`src/rtl/sram_arbiter.sv`:
```
// Round-robin two-port sequencer for the external 1Mx16 SRAM.
// Strobes, data-bus enable and done pulses are registered from the current state, so they lag the FSM by one cycle.
module sram_arbiter #(
  parameter int WAIT_CYCLES = 2,
  parameter int ADDR_W      = 16
) (
  input  logic              Clk,
  input  logic              Reset,
  input  logic              p0_req,
  input  logic              p0_we,
  input  logic [ADDR_W-1:0] p0_addr,
  input  logic [15:0]       p0_wdata,
  output logic [15:0]       p0_rdata,
  output logic              p0_done,
  input  logic              p1_req,
  input  logic              p1_we,
  input  logic [ADDR_W-1:0] p1_addr,
  input  logic [15:0]       p1_wdata,
  output logic [15:0]       p1_rdata,
  output logic              p1_done,
  output logic              busy,
  output logic [19:0]       ADDR,
  input  logic [15:0]       Data_in,
  output logic [15:0]       Data_out,
  output logic              Data_oe,
  output logic              CE,
  output logic              OE,
  output logic              WE,
  output logic              UB,
  output logic              LB
);

  // state  | meaning
  // IDLE   | no transaction; grant on any request
  // SETUP  | address/CE settle, write data driven, WE still high
  // ACCESS | WE low (write) or OE sampling window (read), WAIT_CYCLES long
  // DONE   | strobes released, write data held, done pulse to grantee
  typedef enum logic [1:0] {IDLE, SETUP, ACCESS, DONE} state_t;

  localparam int CNT_W = (WAIT_CYCLES > 1) ? $clog2(WAIT_CYCLES) : 1;

  state_t            state, state_nxt;
  logic [CNT_W-1:0]  cnt;
  logic              gnt_id, last_grant, cur_we;
  logic              any_req, pick;
  logic              sel_we;
  logic [ADDR_W-1:0] sel_addr;
  logic [15:0]       sel_wdata;
  logic              ce_d, oe_d, we_d, doe_d, done0_d, done1_d;

  assign any_req = p0_req | p1_req;
  assign busy    = (state != IDLE);

  // On contention the port that did not win last time gets the grant.
  always_comb begin
    if (p0_req && p1_req) pick = ~last_grant;
    else if (p0_req)      pick = 1'b0;
    else                  pick = 1'b1;
    sel_we    = pick ? p1_we    : p0_we;
    sel_addr  = pick ? p1_addr  : p0_addr;
    sel_wdata = pick ? p1_wdata : p0_wdata;
  end

  always_ff @(posedge Clk or posedge Reset) begin
    if (Reset) state <= IDLE;
    else       state <= state_nxt;
  end

  always_comb begin
    state_nxt = state;
    case (state)
      IDLE:    if (any_req) state_nxt = SETUP;
      SETUP:   state_nxt = ACCESS;
      ACCESS:  if (cnt == '0) state_nxt = DONE;
      DONE:    state_nxt = IDLE;
      default: state_nxt = IDLE;
    endcase
  end

  always_comb begin
    ce_d    = 1'b1;
    oe_d    = 1'b1;
    we_d    = 1'b1;
    doe_d   = 1'b0;
    done0_d = 1'b0;
    done1_d = 1'b0;
    case (state)
      SETUP: begin
        ce_d = 1'b0;
        if (cur_we) doe_d = 1'b1;
        else        oe_d  = 1'b0;
      end
      ACCESS: begin
        ce_d = 1'b0;
        if (cur_we) begin
          we_d  = 1'b0;
          doe_d = 1'b1;
        end else begin
          oe_d = 1'b0;
        end
      end
      DONE: begin
        doe_d   = cur_we;
        done0_d = ~gnt_id;
        done1_d = gnt_id;
      end
      default: ;
    endcase
  end

  always_ff @(posedge Clk or posedge Reset) begin
    if (Reset) begin
      cnt        <= '0;
      gnt_id     <= 1'b0;
      last_grant <= 1'b1;
      cur_we     <= 1'b0;
      ADDR       <= '0;
      Data_out   <= '0;
      p0_rdata   <= '0;
      p1_rdata   <= '0;
    end else begin
      case (state)
        IDLE: if (any_req) begin
          gnt_id     <= pick;
          last_grant <= pick;
          cur_we     <= sel_we;
          ADDR       <= 20'(sel_addr);
          Data_out   <= sel_wdata;
        end
        SETUP: cnt <= CNT_W'(WAIT_CYCLES - 1);
        ACCESS: begin
          if (cnt == '0) begin
            if (!cur_we) begin
              if (gnt_id) p1_rdata <= Data_in;
              else        p0_rdata <= Data_in;
            end
          end else begin
            cnt <= cnt - 1'b1;
          end
        end
        default: ;
      endcase
    end
  end

  always_ff @(posedge Clk or posedge Reset) begin
    if (Reset) begin
      CE      <= 1'b1;
      OE      <= 1'b1;
      WE      <= 1'b1;
      UB      <= 1'b1;
      LB      <= 1'b1;
      Data_oe <= 1'b0;
      p0_done <= 1'b0;
      p1_done <= 1'b0;
    end else begin
      CE      <= ce_d;
      OE      <= oe_d;
      WE      <= we_d;
      UB      <= ce_d;
      LB      <= ce_d;
      Data_oe <= doe_d;
      p0_done <= done0_d;
      p1_done <= done1_d;
    end
  end

endmodule

```
`config.mk`:
```
export PLATFORM = sky130hd
export DESIGN_NAME = sram_arbiter
export DESIGN_NICKNAME = d
export VERILOG_FILES = /design/src/rtl/sram_arbiter.sv
export SDC_FILE = /design/constraint.sdc
export NUM_CORES = 1
export LEC_CHECK = 0
export CORE_ASPECT_RATIO = 0.5
export CORE_MARGIN = 4
export CORE_UTILIZATION = 37
export CTS_CLUSTER_DIAMETER = 50
export DETAILED_ROUTE_END_ITERATION = 7
export PLACE_DENSITY = 0.83
export SLEW_MARGIN = 10
export SYNTH_ARGS = -nofsm -noshare
export SYNTH_HDL_FRONTEND = slang
export SYNTH_SLANG_ARGS = --single-unit
```
`constraint.sdc`:
```
create_clock -name Clk -period 2.6 [get_ports Clk]
set_input_delay 0.65 -clock Clk [delete_from_list [all_inputs] [get_ports Clk]]
set_output_delay 0.65 -clock Clk [all_outputs]
set_load 0.1 [all_outputs]
```
==> metrics, run 1 <==
status=finished, final reports clean; Slew Limit Fails=0; fillcell total=roughly 770; DRC=0; CP Launch Type=flip-flop; CTS resizes=0; via/cell ratio=5.05; achievable clock frequency=0.475 GHz; proportion of layout cells with a drive suffix above 1=30.2%; Worst path most repeated cell=inv_1; Initial Utilization=approximately two fifths; num rows=24; GP Congestion=0.844; design area=between 5000 and 6000 um^2; global route overflow=0; largest net degree at the start of global routing=a little under 80; Min-Delay Path Class=reg -> reg; slew of the pin with the lowest slew margin=roughly 0.8 ns; R2R setup slack=just under 0.8 ns; crit-path max cell delay=0.38 ns; mean routed wirelength per cell=16.1 um; nets@finish=546; period utilisation layout=81.0%; yosys warns=0; mapped cell area=3360 um^2; Total GRT Usage=17.2%; total negative slack=0 ns; Synth cell types=28; Min Hold Slack=~0.5 ns; CP endpoint kind=primary output; first-pass GRT wire length=14400 um; post-synthesis sequential area ratio=between 50% and 60%; DRT Pass-1 Iters=4; number of global-route vias before repair=2957; CTS Buffer Depth=2; drt total wl=9300 um; crit path cell chain=inv_1, ha_1, inv_1, buf_4; clock latency on the worst-skew pair=0.33 ns; Area growth syn-to-layout=53.6%; Crit-path slowest cell=dfrtp_1; Crit Path Max Fanout=6; initial DRC count=213; H-tree Lvls=3; Final min period=2.11 ns; Port Buf Inserts=158; cts hold-fix bufs=0; Area contributors post-synth=dfrtp_1, mux2_2, a31oi_1; Antenna diodes=0; RSZ-0062 raised after global routing=false; Final setup violation count=0; Mapped Cells=301; io pins=163; Buffers & Inverters on Critical Path=3; Sinks on Clock Net=76; Setup Skew=0.00526 ns; number of synthesized register bits=76; core area=approximately 8800 um^2; syn avg cell area=11.1 um^2; dpl hpwl=6660 um; Die ar.=10700 um^2; total of max-cap violations=0; Clock transition at path regs=approximately 0.06 ns; initial antenna violation count=0; # Post-CTS Setup Buffers=0; WP data required=between 1.5 and 2 ns; DRT antenna net count=0; worst slew margin relative to its limit=45.1%; Synth top area share=53.7%; CTS tree=done; WP data arrival=approximately 1.5 ns; clock root buffer=clkbuf_16; DP Cell Count=around 560; die width=143 um; crit path kind=reg -> out; crit-path leading delay family=buffers and inverters; post-synth top area cell=dfrtp_1; Die Ht=~75 um; CTS Buf Count=9; placed cell areas=4860 um^2; final non-filler cell total=578; vias=2921; Fin. Hold Viols=0
-- cells in the mapped netlist --
master and count:
nor4b_4 1, nand3_1 33, nor3b_1 1, clkbuf_1 13, a31oi_1 35, and2_1 1
mux2_4 10, buf_1 1, conb_1 1, nand2_1 1, nand2b_1 2, o21ai_0 33
mux2i_1 1, nor2_1 36, mux2_2 22, o32a_1 1, inv_1 6, and4bb_1 1
dfrtp_1 72, buf_6 3, a21oi_1 2, buf_4 6, buf_2 7, ha_1 4
o21a_1 1, dfstp_2 4, and2b_1 1, nor2b_1 2
-- metrics by stage --
step | setup slack, ns | util [%]
global route | 0.408 | 58.8
global placement | 0.357 | 55.4
finish | 0.494 | 58.8
floorplan | 0.0183 | -
CTS | 0.485 | 58.8
detailed placement | 0.323 | 55.4
-- worst paths after layout --
check | endpoint | startpoint | cells after the start
max | busy | state[0]$_DFFE_PP0P_ | 4
min | last_grant$_DFFE_PP1P_ | last_grant$_DFFE_PP1P_ | 2
max reg2reg | p1_rdata[10]$_DFFE_PP0P_ | state[0]$_DFFE_PP0P_ | 5
min reg2reg | last_grant$_DFFE_PP1P_ | last_grant$_DFFE_PP1P_ | 2
max in group asynchronous | OE$_DFF_PP1_ | Reset | 3
min in group asynchronous | p1_rdata[4]$_DFFE_PP0P_ | Reset | 3
-- state kept, by name, summed over array words and instances (netlist names) --
| signal | count |
|---|---|
| p1_rdata | 16 |
| LB | 1 |
| Data_out | 16 |
| last_grant | 1 |
| OE | 1 |
| state | 2 |
| p0_rdata | 16 |
| gnt_id | 1 |
| WE | 1 |
| p1_done | 1 |
| cur_we | 1 |
| p0_done | 1 |
| cnt | 1 |
| Data_oe | 1 |
| ADDR | 16 |
-- kinds of logic (layout without fill, tap and decap cells) --
family / after synthesis / count (layout) / synth area share [%]
muxes: 33 / 33 / 12.2
buffers and inverters: 36 / 193 / 5.63
other: 1 / 4 / 0.112
adders and majority gates: 4 / 4 / 1.49
AOI/OAI and AO/OA: 72 / 72 / 12.3
and+or+nand+nor: 79 / 79 / 11.5
DFF: 76 / 76 / 56.8
-- metal layers --
layer  up-vias  wire length (um)  global-route usage, %
met5         -                 0                      0
met4         0               255                   8.11
met3        17               614                   5.20
met2       113              4880                   30.8
met1      1424              3550                   19.4
li1       1367                 -                      -
-- final cells by class --
cell class | count | area (um^2) | area share [%]
multi-input combinational | 192 | 1270 | 24.7
clock buffer | 12 | 246 | 4.78
clock inverter | 4 | 48.8 | 0.947
inverter | 6 | 23.8 | 0.461
sequential | 76 | 1910 | 37.0
timing repair buffer | 171 | 1510 | 29.3
tap | 117 | 146 | 2.84
-- worst reg2reg max path: stages, from the launching register on --
cell	delay (ns)
dfrtp_1	0.40
inv_1	0.12
ha_1	0.29
and4bb_1	0.22
buf_4	0.29
mux2_2	0.38
-- layout by cell type (no fill, tap or decap), types with 2 or more instances in the layout --
master           instances
clkdlybuf4s50_1         85
buf_4                   85
dfrtp_1                 72
nor2_1                  36
a31oi_1                 35
o21ai_0                 33
nand3_1                 33
mux2_2                  22
mux2_4                  10
clkbuf_16                9
inv_1                    5
dfstp_2                  4
ha_1                     4
conb_1                   4
clkinv_2                 3
a21oi_1                  2
nand2b_1                 2
nor2b_1                  2
clkbuf_1                 2
Power of run 1 is not shown: default switching activity piles up to over one toggle a cycle in this logic, so the estimate is an artifact.
==> run 2, diff against run 1 <==
--- a/config.mk
+++ b/config.mk
@@ -7,10 +7,10 @@
 export LEC_CHECK = 0
 export CORE_ASPECT_RATIO = 0.5
 export CORE_MARGIN = 4
-export CORE_UTILIZATION = 37
+export CORE_UTILIZATION = 41
 export CTS_CLUSTER_DIAMETER = 50
 export DETAILED_ROUTE_END_ITERATION = 7
-export PLACE_DENSITY = 0.83
+export PLACE_DENSITY = 0.87
 export SLEW_MARGIN = 10
 export SYNTH_ARGS = -nofsm -noshare
 export SYNTH_HDL_FRONTEND = slang
==> constraint.sdc (replaced) <==
create_clock -name Clk -period 2 [get_ports Clk]
set_input_delay 0.5 -clock Clk [delete_from_list [all_inputs] [get_ports Clk]]
set_output_delay 0.5 -clock Clk [all_outputs]
set_load 0.1 [all_outputs]
==> run 2 against run 1 <==
  * Wire length increased by 9.2%
  * Worst setup slack got worse by 0.40 ns
  * Die area decreased by 9.0%
  * Core utilization increased by 15 points
  * Critical path depth unchanged
  * Final area increased by 9.5%
  * Cell count decreased by 1.2%
  * Via count increased by 3.6%
  * Sequential cell count unchanged
  * Register-to-register slack got worse by 0.60 ns
  * Non-clock buffer count increased by 2
  * Worst hold slack improved by 0.0026 ns
==> metrics, run 2 (same netlist as run 1, synthesis figures left out) <==
via/cell ratio=about 5.3; initial DRC count=about 250; Port Buf Inserts=158; crit-path max cell delay=0.42 ns; most common cell after layout, fill and taps aside=clkdlybuf4s50_1; CTS Buffer Depth=2; Sinks on Clock Net=76; Antenna diodes=0; Die ar.=9780 um^2; Crit-path slowest cell=dfrtp_1; crit path cell chain=inv_1, ha_2, inv_1, buf_12; Final min period=1.90 ns; total negative slack=0 ns; core area=7620 um^2; Clock transition at path regs=~0.060 ns; met2 routed WL=5400 um; RSZ-0062 raised after global routing=false; WP data arrival=1.40 ns; num rows=22; global route overflow=0; CTS Buf Count=9; FF-to-FF Start=state[0]$_DFFE_PP0P_; fillcell total=between 500 and 600; CP Launch Type=flip-flop; DRT Pass-1 Iters=6; status=finished, final reports clean; Worst path most repeated cell=inv_1; proportion of layout cells with a drive suffix above 1=31.1%; CTS tree=done; clock root buffer=clkbuf_16; DRC=0; max layer used=met4; Crit Path Max Fanout=6; final worst setup slack=0.0972 ns; Initial Utilization=44.0%; nets@finish=roughly 550; worst setup path endpoint=busy; Die Ht=around 70 um; Slew Limit Fails=0; Fin. Hold Viols=0; DRT antenna net count=0; DR WL met3=785 um; Multi-input gate area=1270 um^2; Crit. Startpoint=state[0]$_DFFE_PP0P_; Min-Delay Path Class=reg -> reg; # Post-CTS Setup Buffers=0; cts hold-fix bufs=0; most frequent cells in the layout=clkdlybuf4s50_1, dfrtp_1, buf_4, buf_12, nor2_1; GP Congestion=0.788; die width=about 140 um; mean routed wirelength per cell=roughly 18 um; worst r2r path cells=5; R2R setup slack=0.18 ns; first-pass GRT wire length=15700 um; Total GRT Usage=20.6%; period utilisation layout=95.1%; WP data required=~1.5 ns; achievable clock frequency=0.526 GHz; H-tree Lvls=3; io pins=163; CTS resizes=0; dpl hpwl=about 7400 um; drt total wl=10200 um; Area growth syn-to-layout=68.2%; final core utilization=approximately three quarters; largest net degree at the start of global routing=35; worst reg2reg path endpoint=p0_rdata[0]$_DFFE_PP0P_; Reg area=1910 um^2; M1 WL=3710 um; vias=between 3000 and 4000; initial antenna violation count=0; clock latency on the worst-skew pair=0.32 ns; crit path kind=reg -> out; number of global-route vias before repair=3058; CP endpoint kind=primary output; Setup Skew=0.00489 ns; Final setup violation count=0; total of max-cap violations=0; pre-CTS setup slack=0.156 ns
-- run 2: worst min-delay path by stage --
stage	startpoint	end	slack, ns	cells after the start
after floorplan	last_grant$_DFFE_PP1P_	last_grant$_DFFE_PP1P_	0.48	2
after global routing	p0_rdata[12]$_DFFE_PP0P_	p0_rdata[12]$_DFFE_PP0P_	0.53	1
after CTS	p1_rdata[14]$_DFFE_PP0P_	p1_rdata[14]$_DFFE_PP0P_	0.51	1
after detailed placement	p1_rdata[14]$_DFFE_PP0P_	p1_rdata[14]$_DFFE_PP0P_	0.50	1
after global placement	p0_rdata[10]$_DFFE_PP0P_	p0_rdata[10]$_DFFE_PP0P_	0.49	1
final	p1_rdata[14]$_DFFE_PP0P_	p1_rdata[14]$_DFFE_PP0P_	0.51	1
-- run 2: area by class of cell --
type                    instances  share of cell area (%)
clock inverters                 6                    1.13
well taps                     108                    2.39
flip-flops and latches         76                    33.8
inverters                       6                   0.465
repair buffers                173                    35.4
multi-input cells             192                    22.6
clock buffers                  10                    4.23
-- run 2: critical path: cells and delay by family, from the launching register on --
kind	cells	cell delay [ns]
buffers and inverters	3	0.40
DFF	1	0.42
adders and majority gates	1	0.26
-- run 2: stage by stage --
| step | hold slack (ns) | area [um^2] | instances |
|---|---|---|---|
| 6_report | 0.506 | 5650 | 571 |
| 5_1_grt | 0.531 | 5650 | 571 |
| 4_1_cts | 0.511 | 5640 | 571 |
| 3_5_place_dp | 0.498 | 5340 | 555 |
| 3_3_place_gp | 0.491 | 5340 | 555 |
| 2_1_floorplan | 0.483 | 3370 | 304 |
-- run 2: layer usage --
| metal | track usage (%) | vias up |
|---|---|---|
| met5 | 0 | - |
| met4 | 7.15 | 0 |
| met3 | 5.89 | 26 |
| met2 | 38.4 | 178 |
| met1 | 22.9 | 1447 |
| li1 | - | 1376 |
Power of run 2 is left out for the same reason.
==> run 3, diff against run 2 <==
--- a/config.mk
+++ b/config.mk
@@ -10,6 +10,7 @@
 export CORE_UTILIZATION = 41
 export CTS_CLUSTER_DIAMETER = 50
 export DETAILED_ROUTE_END_ITERATION = 7
+export MAX_ROUTING_LAYER = met4
 export PLACE_DENSITY = 0.87
 export SLEW_MARGIN = 10
 export SYNTH_ARGS = -nofsm -noshare
==> run 3 against run 2 <==
  * Cell count is the same
  * Register-to-register slack is essentially flat
  * Critical path depth is the same
  * Core utilization is the same
  * First-iteration DRC count shrank 12%
  * Global-route usage grew 0.51 points
  * Maximum frequency grew 1.3%
  * Clock skew shrank 0.0016 ns
  * Final area is the same
==> metrics, run 3 (same netlist as run 1, synthesis figures left out) <==
R2R setup slack=between 0.15 and 0.2 ns; drt total wl=10000 um; crit path kind=reg -> out; Total GRT Usage=21.1%; RSZ-0062 raised after global routing=false; most frequent cells in the layout=clkdlybuf4s50_1, dfrtp_1, buf_4, buf_12, nor2_1; dpl hpwl=7380 um; H-tree Lvls=3; DRT Pass-1 Iters=4; status=finished, final reports clean; initial antenna violation count=0; initial DRC count=about 220; nets@finish=548; met2 routed WL=5350 um; Final setup violation count=0; Sinks on Clock Net=76; GP Congestion=0.799; final worst setup slack=0.122 ns; Worst path depth=4; WHS Path Cells=1; CP endpoint kind=primary output; Slew Limit Fails=0; design area=5650 um^2; CTS tree=done; Worst path most repeated cell=inv_1; crit path cell chain=inv_1, ha_2, inv_1, buf_12; via/cell ratio=5.22; WP data required=around 1.5 ns; Fin. Hold Viols=0; cts hold-fix bufs=0; crit-path max cell delay=0.41 ns; num rows=22; Buffers & Inverters on Critical Path=3; hold path start=p1_rdata[14]$_DFFE_PP0P_; DR WL met3=695 um; global route overflow=0; CTS Buf Count=9; FF-to-FF Start=state[0]$_DFFE_PP0P_; first-pass GRT wire length=roughly 16000 um; total of max-cap violations=0; Reg area=1910 um^2; mean routed wirelength per cell=17.6 um; number of global-route vias before repair=3065; Min-Delay Path Class=reg -> reg; io pins=163; Setup Skew=~0.0033 ns; DRC=0; Port Buf Inserts=158; core area=between 7000 and 8000 um^2; M1 WL=3690 um; Antenna diodes=0; clock root buffer=clkbuf_16; most common cell after layout, fill and taps aside=clkdlybuf4s50_1; crit-path leading delay family=flip-flops; clock latency on the worst-skew pair=0.32 ns; max layer used=met4; Crit-path slowest cell=dfrtp_1; worst setup path endpoint=busy; achievable clock frequency=between 0.5 and 0.6 GHz; CP Launch Type=flip-flop; worst r2r path cells=5; total negative slack=0 ns; Clock transition at path regs=~0.060 ns; Die ar.=9780 um^2; period utilisation layout=93.9%; pre-CTS setup slack=0.156 ns; Crit. Startpoint=state[0]$_DFFE_PP0P_; proportion of layout cells with a drive suffix above 1=31.1%; largest net degree at the start of global routing=35; Crit Path Max Fanout=6; Multi-input gate area=1270 um^2; worst reg2reg path endpoint=p0_rdata[0]$_DFFE_PP0P_; Area growth syn-to-layout=68.2%; DRT antenna net count=0; die width=between 100 and 150 um; Final min period=1.88 ns; Die Ht=72.0 um; vias=roughly 3000; WP data arrival=1.38 ns; Initial Utilization=44.0%; CTS Buffer Depth=2; placed cell areas=5340 um^2; fillcell total=between 500 and 600
==> run 3: cell type report <==
class                   count  share of cell area (%)
clock buffers              10                    4.23
clock inverters             6                    1.13
inverters                   6                   0.465
multi-input cells         192                    22.6
flip-flops and latches     76                    33.8
well taps                 108                    2.39
repair buffers            173                    35.4
==> run 3: how the worst min path moves through the flow <==
| stage | to |
|---|---|
| 2_1_floorplan | last_grant$_DFFE_PP1P_ |
| 3_5_place_dp | p1_rdata[14]$_DFFE_PP0P_ |
| 6_report | p1_rdata[14]$_DFFE_PP0P_ |
| 5_1_grt | p0_rdata[12]$_DFFE_PP0P_ |
| 4_1_cts | p1_rdata[14]$_DFFE_PP0P_ |
| 3_3_place_gp | p0_rdata[10]$_DFFE_PP0P_ |
==> run 3: through the flow <==
stage / hold slack, ns / std cells / util [%]
floorplan: 0.483 / 304 / -
global placement: 0.491 / 555 / 70.0
detailed placement: 0.498 / 555 / 70.0
CTS: 0.511 / 571 / 74.0
global route: 0.531 / 571 / 74.0
finish: 0.506 / 571 / 74.0
==> run 3: per-layer routing <==
metal	GRT usage, %	up-vias
met5	-	-
li1	-	1377
met4	7.82	0
met2	37.9	157
met1	23.2	1424
met3	4.92	24
==> run 3: what timing repair did <==
item / in CTS / in global routing
gates resized for setup: 0 / 1
buffers inserted: 0 / 0
endpoints found under the setup margin: 0 / 1
hold endpoints to repair: 0 / 0
Power of run 3 is left out for the same reason.
